**config.mk**
```make
export PLATFORM = sky130hd
export DESIGN_NAME = arb_fifo_drain
export DESIGN_NICKNAME = d
export VERILOG_FILES = /design/src/rtl/arb_fifo_drain.sv
export SDC_FILE = /design/constraint.sdc
export NUM_CORES = 1
export LEC_CHECK = 0
export ABC_AREA = 1
export CORE_ASPECT_RATIO = 0.75
export CORE_MARGIN = 3
export CORE_UTILIZATION = 38
export DETAILED_ROUTE_END_ITERATION = 8
export PLACE_DENSITY = 0.78
export SLEW_MARGIN = 20
export SYNTH_ARGS = -nofsm -noshare
export SYNTH_HDL_FRONTEND = slang
export SYNTH_SLANG_ARGS = --single-unit
```
**constraint.sdc**
```tcl
create_clock -name clk -period 1 [get_ports clk]
set_input_delay 0.25 -clock clk [delete_from_list [all_inputs] [get_ports clk]]
set_output_delay 0.25 -clock clk [all_outputs]
set_load 0.005 [all_outputs]
```
**src/rtl/arb_fifo_drain.sv**
```systemverilog
// arb_fifo_drain: pops tagged arbiter entries from the slave FIFO
// and presents them to the engine, tracking per-source bursts.
module arb_fifo_drain #(
  parameter int DW        = 32,
  parameter int BURST_LEN = 64
) (
  input  logic           clk,
  input  logic           rst_n,
  input  logic           fifo_empty,
  output logic           fifo_rd_en,
  input  logic [DW+10:0] fifo_rd_data,
  output logic           eng_valid,
  input  logic           eng_ready,
  output logic [DW-1:0]  eng_data,
  output logic [1:0]     eng_mode,
  output logic [7:0]     eng_proc_val,
  output logic           eng_src,
  output logic           mstr0_cmplt,
  output logic           mstr1_cmplt,
  input  logic           mstr0_cmplt_ack,
  input  logic           mstr1_cmplt_ack,
  output logic           drop_err
);

  localparam int CW = $clog2(BURST_LEN + 1);
  localparam logic [CW-1:0] LAST = CW'(BURST_LEN - 1);

  typedef struct packed {
    logic          src;
    logic [1:0]    mode;
    logic [7:0]    proc_val;
    logic [DW-1:0] data;
  } entry_t;

  typedef enum logic [1:0] {
    IDLE,
    FETCH,
    PRESENT
  } state_t;

  state_t  state;
  state_t  state_nx;
  entry_t  ent;
  logic    accept;
  logic    is_drop;
  logic    hit0;
  logic    hit1;
  logic [CW-1:0] cnt0;
  logic [CW-1:0] cnt1;

  assign ent     = fifo_rd_data;
  assign accept  = eng_valid && eng_ready;
  assign is_drop = (ent.mode == 2'b00);
  assign hit0    = accept && !eng_src && (cnt0 == LAST);
  assign hit1    = accept &&  eng_src && (cnt1 == LAST);

  always_comb begin
    state_nx   = state;
    fifo_rd_en = 1'b0;
    unique case (state)
      IDLE: begin
        if (!fifo_empty) begin
          fifo_rd_en = 1'b1;
          state_nx   = FETCH;
        end
      end
      FETCH: begin
        state_nx = is_drop ? IDLE : PRESENT;
      end
      PRESENT: begin
        if (eng_ready) begin
          if (!fifo_empty) begin
            fifo_rd_en = 1'b1;
            state_nx   = FETCH;
          end else begin
            state_nx = IDLE;
          end
        end
      end
      default: state_nx = IDLE;
    endcase
    // no pop may be issued while reset is held
    if (!rst_n) fifo_rd_en = 1'b0;
  end

  always_ff @(posedge clk) begin
    if (!rst_n) begin
      state        <= IDLE;
      eng_valid    <= 1'b0;
      eng_data     <= '0;
      eng_mode     <= '0;
      eng_proc_val <= '0;
      eng_src      <= 1'b0;
      drop_err     <= 1'b0;
    end else begin
      state    <= state_nx;
      drop_err <= (state == FETCH) && is_drop;
      if (state == FETCH) begin
        eng_data     <= ent.data;
        eng_mode     <= ent.mode;
        eng_proc_val <= ent.proc_val;
        eng_src      <= ent.src;
        eng_valid    <= !is_drop;
      end else if (accept) begin
        eng_valid <= 1'b0;
      end
    end
  end

  always_ff @(posedge clk) begin
    if (!rst_n) begin
      cnt0        <= '0;
      cnt1        <= '0;
      mstr0_cmplt <= 1'b0;
      mstr1_cmplt <= 1'b0;
    end else begin
      if (accept && !eng_src) begin
        cnt0 <= (cnt0 == LAST) ? '0 : cnt0 + 1'b1;
      end
      if (accept && eng_src) begin
        cnt1 <= (cnt1 == LAST) ? '0 : cnt1 + 1'b1;
      end
      // a completing accept beats a same-cycle ack
      if (hit0) begin
        mstr0_cmplt <= 1'b1;
      end else if (mstr0_cmplt_ack) begin
        mstr0_cmplt <= 1'b0;
      end
      if (hit1) begin
        mstr1_cmplt <= 1'b1;
      end else if (mstr1_cmplt_ack) begin
        mstr1_cmplt <= 1'b0;
      end
    end
  end

endmodule

```
==> summary.txt, run 1 <==
Synth
  – Synth unique cells: 23
  – Asr flop ratio synth: 0%
  – Sequential area share after synthesis: 54.0%
  – EDFF count, synth: 0
  – Yosys reg bits: 63
  – Ys Warns: 0
  – Syn nets: 350
  – Synthesized cell area: 2330 µm²
  – Mapped Cells: 299
  – Syn avg cell area: 7.81 µm²
  – Top FF cell, synth: dfxtp_1

Timing
  – RSZ-0062 raised after global routing: true
  – Fmax: 0.774 GHz
  – Final min period: 1290 ps
  – Tcrit/Tclk final: 129%
  – Slew headroom: 68.7%
  – Final worst setup slack: -293 ps
  – Worst Skew: 3.22 ps
  – Fin. Hold Viols: 0
  – Setup-failing EPs final: 108
  – Fin. max-slew vios: 0
  – Slew @ Worst Pin: 469 ps

Clock network
  – CTS clk-pin slew, worst paths: 60 ps
  – CTS H-tree depth: 3
  – Clock buffer count from CTS: 9
  – Clock sink total: 63
  – Worst-Skew Late Latency: 330 ps
  – CTS tree: built
  – Root buffer cell: clkbuf_8
  – CTS max path bufs: 2
  – Hold bufs inserted after CTS: 0

Detailed routing
  – DRT Pass-1 Iters: 4
  – Routed Antenna Nets: 0
  – Initial drt markers: 117
  – Vias/cell: 4.73
  – DRC violations left: 0
  – Drt wl/cell: 14.5 µm
  – Via count: 2505
  – Final WL: 7690 µm

Setup path
  – Largest delay share family, worst path: buffers and inverters
  – Critical Path Fanout Max: 2
  – Crit path required time: 750 ps
  – Data arrival, critical path: 1040 ps
  – FF-to-FF path depth: 6
  – Worst Path Buf+Inv: 2
  – Critical path class: primary input to output pin
  – R2R Setup Slk: -210 ps
  – Critical path launch point type: primary input
  – Reg2reg start: state[0]$_SDFFE_PN0P_
  – CP max stage delay: 430 ps
  – CP Capture Type: output pin
  – Worst-path cell chain: clkdlybuf4s50_1 -> nor4_2 -> buf_2
  – CP max stage cell: clkdlybuf4s50_1
  – RR Endpoint: eng_data[5]$_SDFFE_PN0P_

Global route
  – Pin count of the biggest net entering global routing: 48
  – Vias in the first global route: 2352
  – GR Overflow Total: 0
  – GRT Util Overall: 20.6%
  – First-pass GRT wire length: 11100 µm
  – Antenna violations before repair: 0

Flow run
  – MaxCap Viol Count: 0

Outcome
  – Failing checks: setup timing
  – Status: finished with violations

Layout
  – Most frequent cells in the layout: nor2_1 (70), dfxtp_2 (50), clkdlybuf4s50_1 (46), buf_6 (38), buf_4 (32)
  – Area growth from synthesis to layout: 88.7%
  – Final non-filler cell total: 530
  – Final core occ: 74.9%
  – Fill count: 431
  – Antenna cell count: 0
  – Share of cells above drive strength 1: 51.1%
  – Commonest non-fill, non-tap cell in the layout: nor2_1
  – Final net count: 498

Floorplanning
  – Die area: 7130 µm²
  – Die Wd: 96.5 µm
  – Initial core utilization: 39.7%
  – Vert. Die Dim: 73.9 µm
  – Core Area: 5890 µm²
  – Number of core rows: 24
  – Number of placed I/O pins: 97

Hold path
  – Hold path depth: 4
  – Hold Crit Start: eng_ready
  – Hold EP: state[1]$_SDFFE_PN0P_
  – Hold Path Class: primary input to flip-flop

Place
  – # port buffers: 96
  – Cell Count Post-Placement: 482
  – Post-DP HPWL: 4450 µm
  – Global placer's final weighted congestion: 0.787

Pwr
  – Sw Pwr: 0.00151 W
  – Power share of the clock group: 33.2%
  – Reg power frac: 46.6%
  – Lkg Pwr: 1.87 nW
  – Share of power burned in combinational logic: 20.2%
  – Sw frac: 25.4%
  – Power Dens Cells: 1350 nW/µm²
  – Int Power: 0.00443 W
  – VDD IR max: 0.000917 V
-- timing repair --
item / 4_1_cts / 5_1_grt
pin swaps: 20 / 15
setup buffers: 9 / 18
cloned: 4 / 1
resized for setup: 302 / 56
setup endpoints to repair: 110 / 110
-- layout make-up --
class	count	area [µm²]	area share [%]
inverters	14	65.1	1.48
repair buffers	152	1530	34.8
clock inverters	3	17.5	0.398
multi-input cells	207	1210	27.4
clock buffers	13	159	3.61
well taps	78	97.6	2.21
flip-flops and latches	63	1330	30.1
-- stage by stage --
stage | power (W) | area, µm² | hold slack (ps) | setup TNS [ps] | setup slack [ps]
final | 0.00594 | 4410 | 428 | -10680 | -293
after global routing | 0.00622 | 4410 | 412 | -15170 | -348
after CTS | 0.00579 | 4010 | 377 | -8870 | -334
after detailed placement | 0.00366 | 3560 | 428 | -33670 | -808
after global placement | 0.00364 | 3560 | 423 | -31090 | -815
after floorplan | 0.00309 | 2390 | 328 | -358 | -17.4
-- power by group through the flow --
stage	Sequential [W]	Clock, W	Combinational (W)
floorplan	0.00279	0	0.000298
global route	0.00278	0.00216	0.00129
detailed placement	0.00278	0	0.000886
global placement	0.00277	0	0.000868
finish	0.00277	0.00197	0.00120
CTS	0.00275	0.00204	0.00100
-- logic make-up (layout without fill, tap and decap cells) --
| kind of cell | Yosys count | after routing | synth area share (%) |
|---|---|---|---|
| flip-flops | 63 | 63 | 54.0 |
| AO/OA/AOI/OAI | 53 | 53 | 11.6 |
| adder cells (fa/ha/maj) | 2 | 2 | 1.07 |
| XOR/XNOR | 6 | 6 | 2.25 |
| AND/OR/NAND/NOR | 146 | 146 | 25.9 |
| buffers and inverters | 29 | 182 | 5.09 |
-- worst max-delay path by stage --
stage                     startpoint                    to  cells after the start
6_report                  fifo_empty            fifo_rd_en                      3
5_1_grt        state[1]$_SDFFE_PN0P_            fifo_rd_en                      4
4_1_cts        state[0]$_SDFFE_PN0P_            fifo_rd_en                      2
3_5_place_dp                   rst_n            fifo_rd_en                      4
3_3_place_gp               eng_ready            fifo_rd_en                      4
2_1_floorplan   cnt0[0]$_SDFFE_PN0P_  cnt0[3]$_SDFFE_PN0P_                      5
-- tightest hold or removal path: cells and delay by family --
family                 cells  cell delay, ps
AOI/OAI and AO/OA          1              70
and+or+nand+nor            2             140
buffers and inverters      1             250
-- sequential cells by signal, summed over array words and instances, names as in the netlist --
register and flops:
eng_src 1, cnt0 7, eng_proc_val 8, mstr1_cmplt 1, eng_mode 2, state 2, eng_data 32, drop_err 1
cnt1 7, mstr0_cmplt 1, eng_valid 1
-- synth_stat cells (2+ instances only) --
cell type  number  area (µm²)
o21ai_0        45         225
nor3_1          2        10.0
xor2_1          3        26.3
nor4_1          3        18.8
ha_1            2        25.0
inv_1          13        48.8
buf_2           5        25.0
nand2_1        23        86.3
nor2_2          2        12.5
clkbuf_1        9        33.8
xnor2_1         3        26.3
nor2_4          2        22.5
dfxtp_1        63        1260
a21oi_1         7        35.0
nor2_1        100         375
nand3_1        10        50.1
-- routing by layer --
layer | wire length, µm | global-route usage (%) | up-vias
li1 | - | - | 1257
met1 | 3140 | 23.8 | 1144
met2 | 3830 | 35.7 | 96
met3 | 660 | 6.04 | 8
met4 | 55 | 8.24 | 0
met5 | 0 | 0 | -
Note: power is estimated with default switching activity, not from simulation.
==> run 2, diff against run 1 <==
--- a/config.mk
+++ b/config.mk
@@ -11,6 +11,7 @@
 export CORE_UTILIZATION = 38
 export DETAILED_ROUTE_END_ITERATION = 8
 export PLACE_DENSITY = 0.78
+export SETUP_SLACK_MARGIN = 0.4
 export SLEW_MARGIN = 20
 export SYNTH_ARGS = -nofsm -noshare
 export SYNTH_HDL_FRONTEND = slang
==> summary.txt, run 2 (same netlist as run 1, synthesis figures left out) <==
Detailed routing
  – Vias/cell: 5.01 (+6.1%)
  – Via count: 2678 (+6.9%)
  – Met2 WL: 4910 µm (+28%)
  – Initial drt markers: 111 (-5.1%)
  – Met1 Routed Length: 3740 µm (+19%)
  – DRC violations left: 0 (unchanged)
  – Drt wl/cell: 17.8 µm (+23%)
  – Max layer used: met4
  – Routed Antenna Nets: 0 (unchanged)
  – DR WL met3: 558 µm (-15%)
  – Final WL: 9510 µm (+24%)
  – DRT Pass-1 Iters: 4 (unchanged)

Pwr
  – Power share of the clock group: 31.0% (-2.2 points)
  – Sw frac: 28.5% (+3.2 points)
  – Int Power: 0.00439 W (-0.84%)
  – VDD IR max: 0.000911 V (-0.59%)
  – Lkg Pwr: 2.00 nW (+6.6%)
  – Reg power frac: 45.2% (-1.4 points)
  – Total power draw: 0.00615 W (+3.5%)
  – Power Dens Cells: 1280 nW/µm² (-5.1%)
  – Sw Pwr: 0.00175 W (+16%)
  – Share of power burned in combinational logic: 23.8% (+3.6 points)

Floorplanning
  – Die Wd: 96.5 µm (unchanged)
  – Die area: 7130 µm² (unchanged)
  – Number of placed I/O pins: 97 (unchanged)
  – Initial core utilization: 39.7% (unchanged)
  – Vert. Die Dim: 73.9 µm (unchanged)
  – Number of core rows: 24 (unchanged)
  – Core Area: 5890 µm² (unchanged)

Layout
  – Top flop regs: eng_data: 32 flops, eng_proc_val: 8 flops
  – Share of cells above drive strength 1: 61.4% (+10 points)
  – Most flop-heavy register: eng_data
  – Most frequent cells in the layout: nor2_1 (66), dfxtp_2 (45), clkdlybuf4s50_1 (45), buf_6 (45), buf_4 (30)
  – Area growth from synthesis to layout: 106%
  – Commonest non-fill, non-tap cell in the layout: nor2_1
  – Final net count: 502 (+0.80%)
  – Max reg flops: 32 (unchanged)
  – Antenna cell count: 0 (unchanged)

Global route
  – First-pass GRT wire length: 10900 µm (-1.9%)
  – Pin count of the biggest net entering global routing: 48 (unchanged)
  – GRT Util Overall: 20.1% (-0.50 points)
  – GR Overflow Total: 0 (unchanged)
  – Antenna violations before repair: 0 (unchanged)
  – Vias in the first global route: 2240 (-4.8%)

Outcome
  – Failing checks: setup timing
  – Status: finished with violations

Clock network
  – Hold bufs inserted after CTS: 0 (unchanged)
  – Clock buffer count from CTS: 9 (unchanged)
  – CTS clk-pin slew, worst paths: 70 ps (about the same)
  – CTS H-tree depth: 3 (unchanged)
  – Root buffer cell: clkbuf_8
  – Clock sink total: 63 (unchanged)
  – CTS tree: built
  – Worst-Skew Late Latency: 350 ps (+20 ps)
  – CTS max path bufs: 2 (unchanged)

Setup path
  – CP max stage delay: 330 ps (-100 ps)
  – Worst-path cell chain: inv_2 -> nor2_4 -> nor4_2 -> buf_2
  – CP max stage cell: dfxtp_2
  – FF-to-FF path depth: 8 (+2)
  – Critical path launch point type: flip-flop
  – Critical path class: flip-flop to output pin
  – Data arrival, critical path: 1160 ps (+120 ps)
  – CP Capture Type: output pin
  – Crit path required time: 750 ps (about the same)
  – CP startpoint: state[1]$_SDFFE_PN0P_
  – RR Endpoint: eng_data[18]$_SDFFE_PN0P_
  – Reg2reg start: state[1]$_SDFFE_PN0P_
  – Critical Path Fanout Max: 2 (unchanged)
  – R2R Setup Slk: -380 ps (-170 ps)

Timing
  – Setup TNS: -17690 ps (-7010 ps)
  – Setup-failing EPs final: 111 (+2.8%)
  – Tcrit/Tclk final: 141% (+12 points)
  – Fin. max-slew vios: 0 (unchanged)
  – RSZ-0062 raised after global routing: true
  – Final min period: 1410 ps (+117 ps)
  – Fin. Hold Viols: 0 (unchanged)
  – Fmax: 0.709 GHz (-8.3%)
  – Final worst setup slack: -410 ps (-117 ps)
  – Slew @ Worst Pin: 696 ps (+227 ps)
  – Worst Skew: 6.79 ps (+3.57 ps)
  – Slew headroom: 53.6% (-15 points)

Place
  – # port buffers: 96 (unchanged)
  – Global placer's final weighted congestion: 0.765 (-2.9%)
  – Post-DP HPWL: 4310 µm (-3.1%)

Hold path
  – Hold Crit Start: fifo_empty
  – Hold Path Class: primary input to flip-flop
  – Hold EP: state[0]$_SDFFE_PN0P_
  – Hold path depth: 2 (-2)

Flow run
  – MaxCap Viol Count: 0 (unchanged)
run 2: changes by cell type in the layout (fill, tap and decap cells not counted), moves of 7 or more:
| cell | delta |
|---|---|
| o21ai_2 | +27 |
| o21ai_1 | -15 |
| nor2_2 | -13 |
| nor2_4 | +17 |
| o21ai_0 | -13 |
| buf_6 | +7 |
run 2: how the worst max path moves through the flow:
stage	cells after the start	slack (ps)	endpoint
after global routing	4	-460	fifo_rd_en
final	4	-410	fifo_rd_en
after floorplan	6	4	cnt1[5]$_SDFFE_PN0P_
after global placement	4	-780	fifo_rd_en
after CTS	4	-320	fifo_rd_en
after detailed placement	4	-810	fifo_rd_en
run 2: layout make-up:
class / count / area [µm²]
Clock buffer: 10 / 128
Clock inverter: 6 / 36.3
Fill cell: 316 / 1080
Inverter: 14 / 67.6
Multi-Input combinational cell: 207 / 1470
Sequential cell: 63 / 1340
Tap cell: 78 / 97.6
Timing Repair Buffer: 156 / 1660
run 2: layer usage:
metal  vias to the layer above  global-route usage, %
met5                         -                      0
met4                         0                   7.00
met3                        25                   5.63
met2                       101                   34.7
met1                      1282                   23.9
li1                       1270                      -
run 2: repair_timing:
item                                    in CTS  in global routing
gates resized for setup                    289                123
gates cloned                                 2                  9
pin swaps                                   18                 27
setup buffers                               11                 16
endpoints found under the setup margin     111                111
run 2: through the flow:
| step | hold slack (ps) | setup slack, ps | area, µm² | util [%] | cells |
|---|---|---|---|---|---|
| 2_1_floorplan | 321 | 3.97 | 2500 | - | 299 |
| 3_3_place_gp | 422 | -779 | 3630 | 61.6 | 480 |
| 3_5_place_dp | 429 | -814 | 3630 | 61.6 | 480 |
| 4_1_cts | 232 | -317 | 4000 | 67.9 | 509 |
| 5_1_grt | 264 | -459 | 4810 | 81.7 | 534 |
| 6_report | 274 | -410 | 4810 | 81.7 | 534 |
run 2: power by group through the flow:
stage          sequential, W  clock [W]  combinational [W]
2_1_floorplan        0.00279          0           0.000338
3_3_place_gp         0.00277          0           0.000900
3_5_place_dp         0.00277          0           0.000920
4_1_cts              0.00275    0.00190           0.000995
5_1_grt              0.00279    0.00206            0.00155
6_report             0.00278    0.00191            0.00146
run 2: worst max-delay path, delay by kind of cell, from the launching register on:
| kind | cells | cell delay (ps) |
|---|---|---|
| AND/OR/NAND/NOR | 2 | 230 |
| flip-flops | 1 | 330 |
| buffers and inverters | 2 | 250 |
==> RTL change: new RTL, flow settings as in run 1 <==
`DW`: 32 -> 64.
--- a/src/rtl/arb_fifo_drain.sv
+++ b/src/rtl/arb_fifo_drain.sv
@@ -1,7 +1,7 @@
 // arb_fifo_drain: pops tagged arbiter entries from the slave FIFO
 // and presents them to the engine, tracking per-source bursts.
 module arb_fifo_drain #(
-  parameter int DW        = 32,
+  parameter int DW        = 64,
   parameter int BURST_LEN = 64
 ) (
   input  logic           clk,
Interface: changed (resized eng_data and fifo_rd_data); port bits go from 97 to 161. The function was not compared with the original's and may differ.
==> RTL change against run 1 <==
- synthesized cell count grew 46%
- largest power group unchanged
- utilization grew 18 points
- power grew 87%
- non-clock buffer count grew 116
- combinational power grew 140%
- design area grew 82%
- worst hold slack lost 0.15 ns
- critical path type is now flip-flop to flip-flop
- the run still ends with setup timing left
- global-route usage grew 8.3 points
- routed wire length grew to 2.6 times the old value
- area after synthesis grew 48%
- worst setup slack lost 0.13 ns
- critical endpoint is now eng_data[55]
- sequential cell count grew 32
==> RTL change: results (changes against run 1) <==
| Metric | Value |
|---|---|
| Largest stage delay, worst path | 0.33 ns (-0.10 ns) |
| Synth Area in Adders | 0.723% (-0.35 points) |
| Failing checks | setup timing |
| RR Endpoint | eng_data[55] |
| Design Area, Final | 8040 um^2 (+82%) |
| Outcome | finished with violations |
| Commonest cells post-synth | nor2_1, dfxtp_1, o21ai_0 |
| CP Max Fanout | 6 (+4) |
| GP Congestion | 0.792 (+0.52%) |
| Leak Pwr | 3.32 nW (+77%) |
| CP Class | flip-flop to flip-flop |
| Hold Path Stages | 2 (-2) |
| Buffers on Ports | 160 (+67%) |
| Largest net degree at the start of global routing | 81 (+69%) |
| Final worst slack | -0.427 ns (-0.134 ns) |
| Hold path endpoint | state[0] |
| Top flop regs | eng_data (64), eng_proc_val (8) |
| Clock latency on the worst-skew pair | 0.35 ns (+0.02 ns) |
| Final setup viols | 174 (+61%) |
| FF-to-FF Start | state[1] |
| Dpl hpwl | 7070 um (+59%) |
| Synth unique cells | 25 (+8.7%) |
| Post-synthesis compound-gate area fraction | 12.3% (+0.65 points) |
| Post_cts resized | 695 (+130%) |
| Hold path start | fifo_empty |
| GRT Util Overall | 28.9% (+8.3 points) |
| Synth Area in XOR/XNOR | 1.77% (-0.48 points) |
| Number of global-route vias before repair | 4315 (+83%) |
| First-pass GRT wire length | 22600 um (+100%) |
| WL final | 19900 um (+160%) |
| Post-layout nets | 774 (+55%) |
| Fraction of layout cells with a size suffix above 1 | 70.0% (+19 points) |
| Worst vdd ir | 0.00143 V (+56%) |
| Top cells by area, synth | dfxtp_1, nor2_1, o21ai_0 |
| Worst clock skew | 0.00789 ns (+0.00467 ns) |
| Worst rel slew slack | 42.8% (-26 points) |
| DRT Pass-1 Iters | 5 (+1) |
| R2R depth | 9 (+3) |
-- RTL change: changes by cell type after synthesis, sizes merged, moves of 2 or more --
| cell | change |
|---|---|
| buf | +5 |
| clkbuf | +6 |
| dfxtp | +32 |
| inv | +4 |
| nand2 | -7 |
| nand3 | +3 |
| nor2 | +63 |
| o21ai | +31 |
| or2 | +2 |
-- RTL change: worst max-delay path: cells and delay by family (launching register included) --
kind	cells	cell delay (ns)
and+or+nand+nor	3	0.31
buffers and inverters	6	0.67
DFF	1	0.33
-- RTL change: metrics by stage --
stage / power (mW) / setup slack (ns) / std cells / TNS (ns)
after floorplan: 4.74 / -0.0264 / 436 / -0.175
after global placement: 5.63 / -0.741 / 702 / -34.49
after detailed placement: 5.68 / -0.783 / 702 / -37.05
after CTS: 10.4 / -0.326 / 764 / -22.71
after global routing: 11.4 / -0.431 / 805 / -33.58
final: 11.1 / -0.427 / 805 / -30.48
-- RTL change: where the power goes --
group / switching (mW) / leakage [nW] / total (mW) / internal (mW)
Sequential: 0.232 / 0.818 / 4.27 / 4.04
Clock: 1.54 / 0.167 / 3.95 / 2.41
Combinational: 1.28 / 2.34 / 2.91 / 1.63
-- RTL change: area by class of cell --
type | count | area [um^2]
repair buffers | 268 | 2950
multi-input cells | 299 | 2440
flip-flops and latches | 95 | 2060
fillers | 284 | 633
clock buffers | 11 | 264
well taps | 108 | 135
inverters | 17 | 90.1
clock inverters | 5 | 77.6
repair inverters | 1 | 20.0
diodes | 1 | 2.50
-- RTL change: per-layer routing --
layer,global-route usage (%),vias to the layer above,share of wire [%]
li1,-,1913,-
met1,29.0,2160,35
met2,53.5,342,49
met3,9.84,115,8.9
met4,14.2,0,7.5
met5,0,-,0
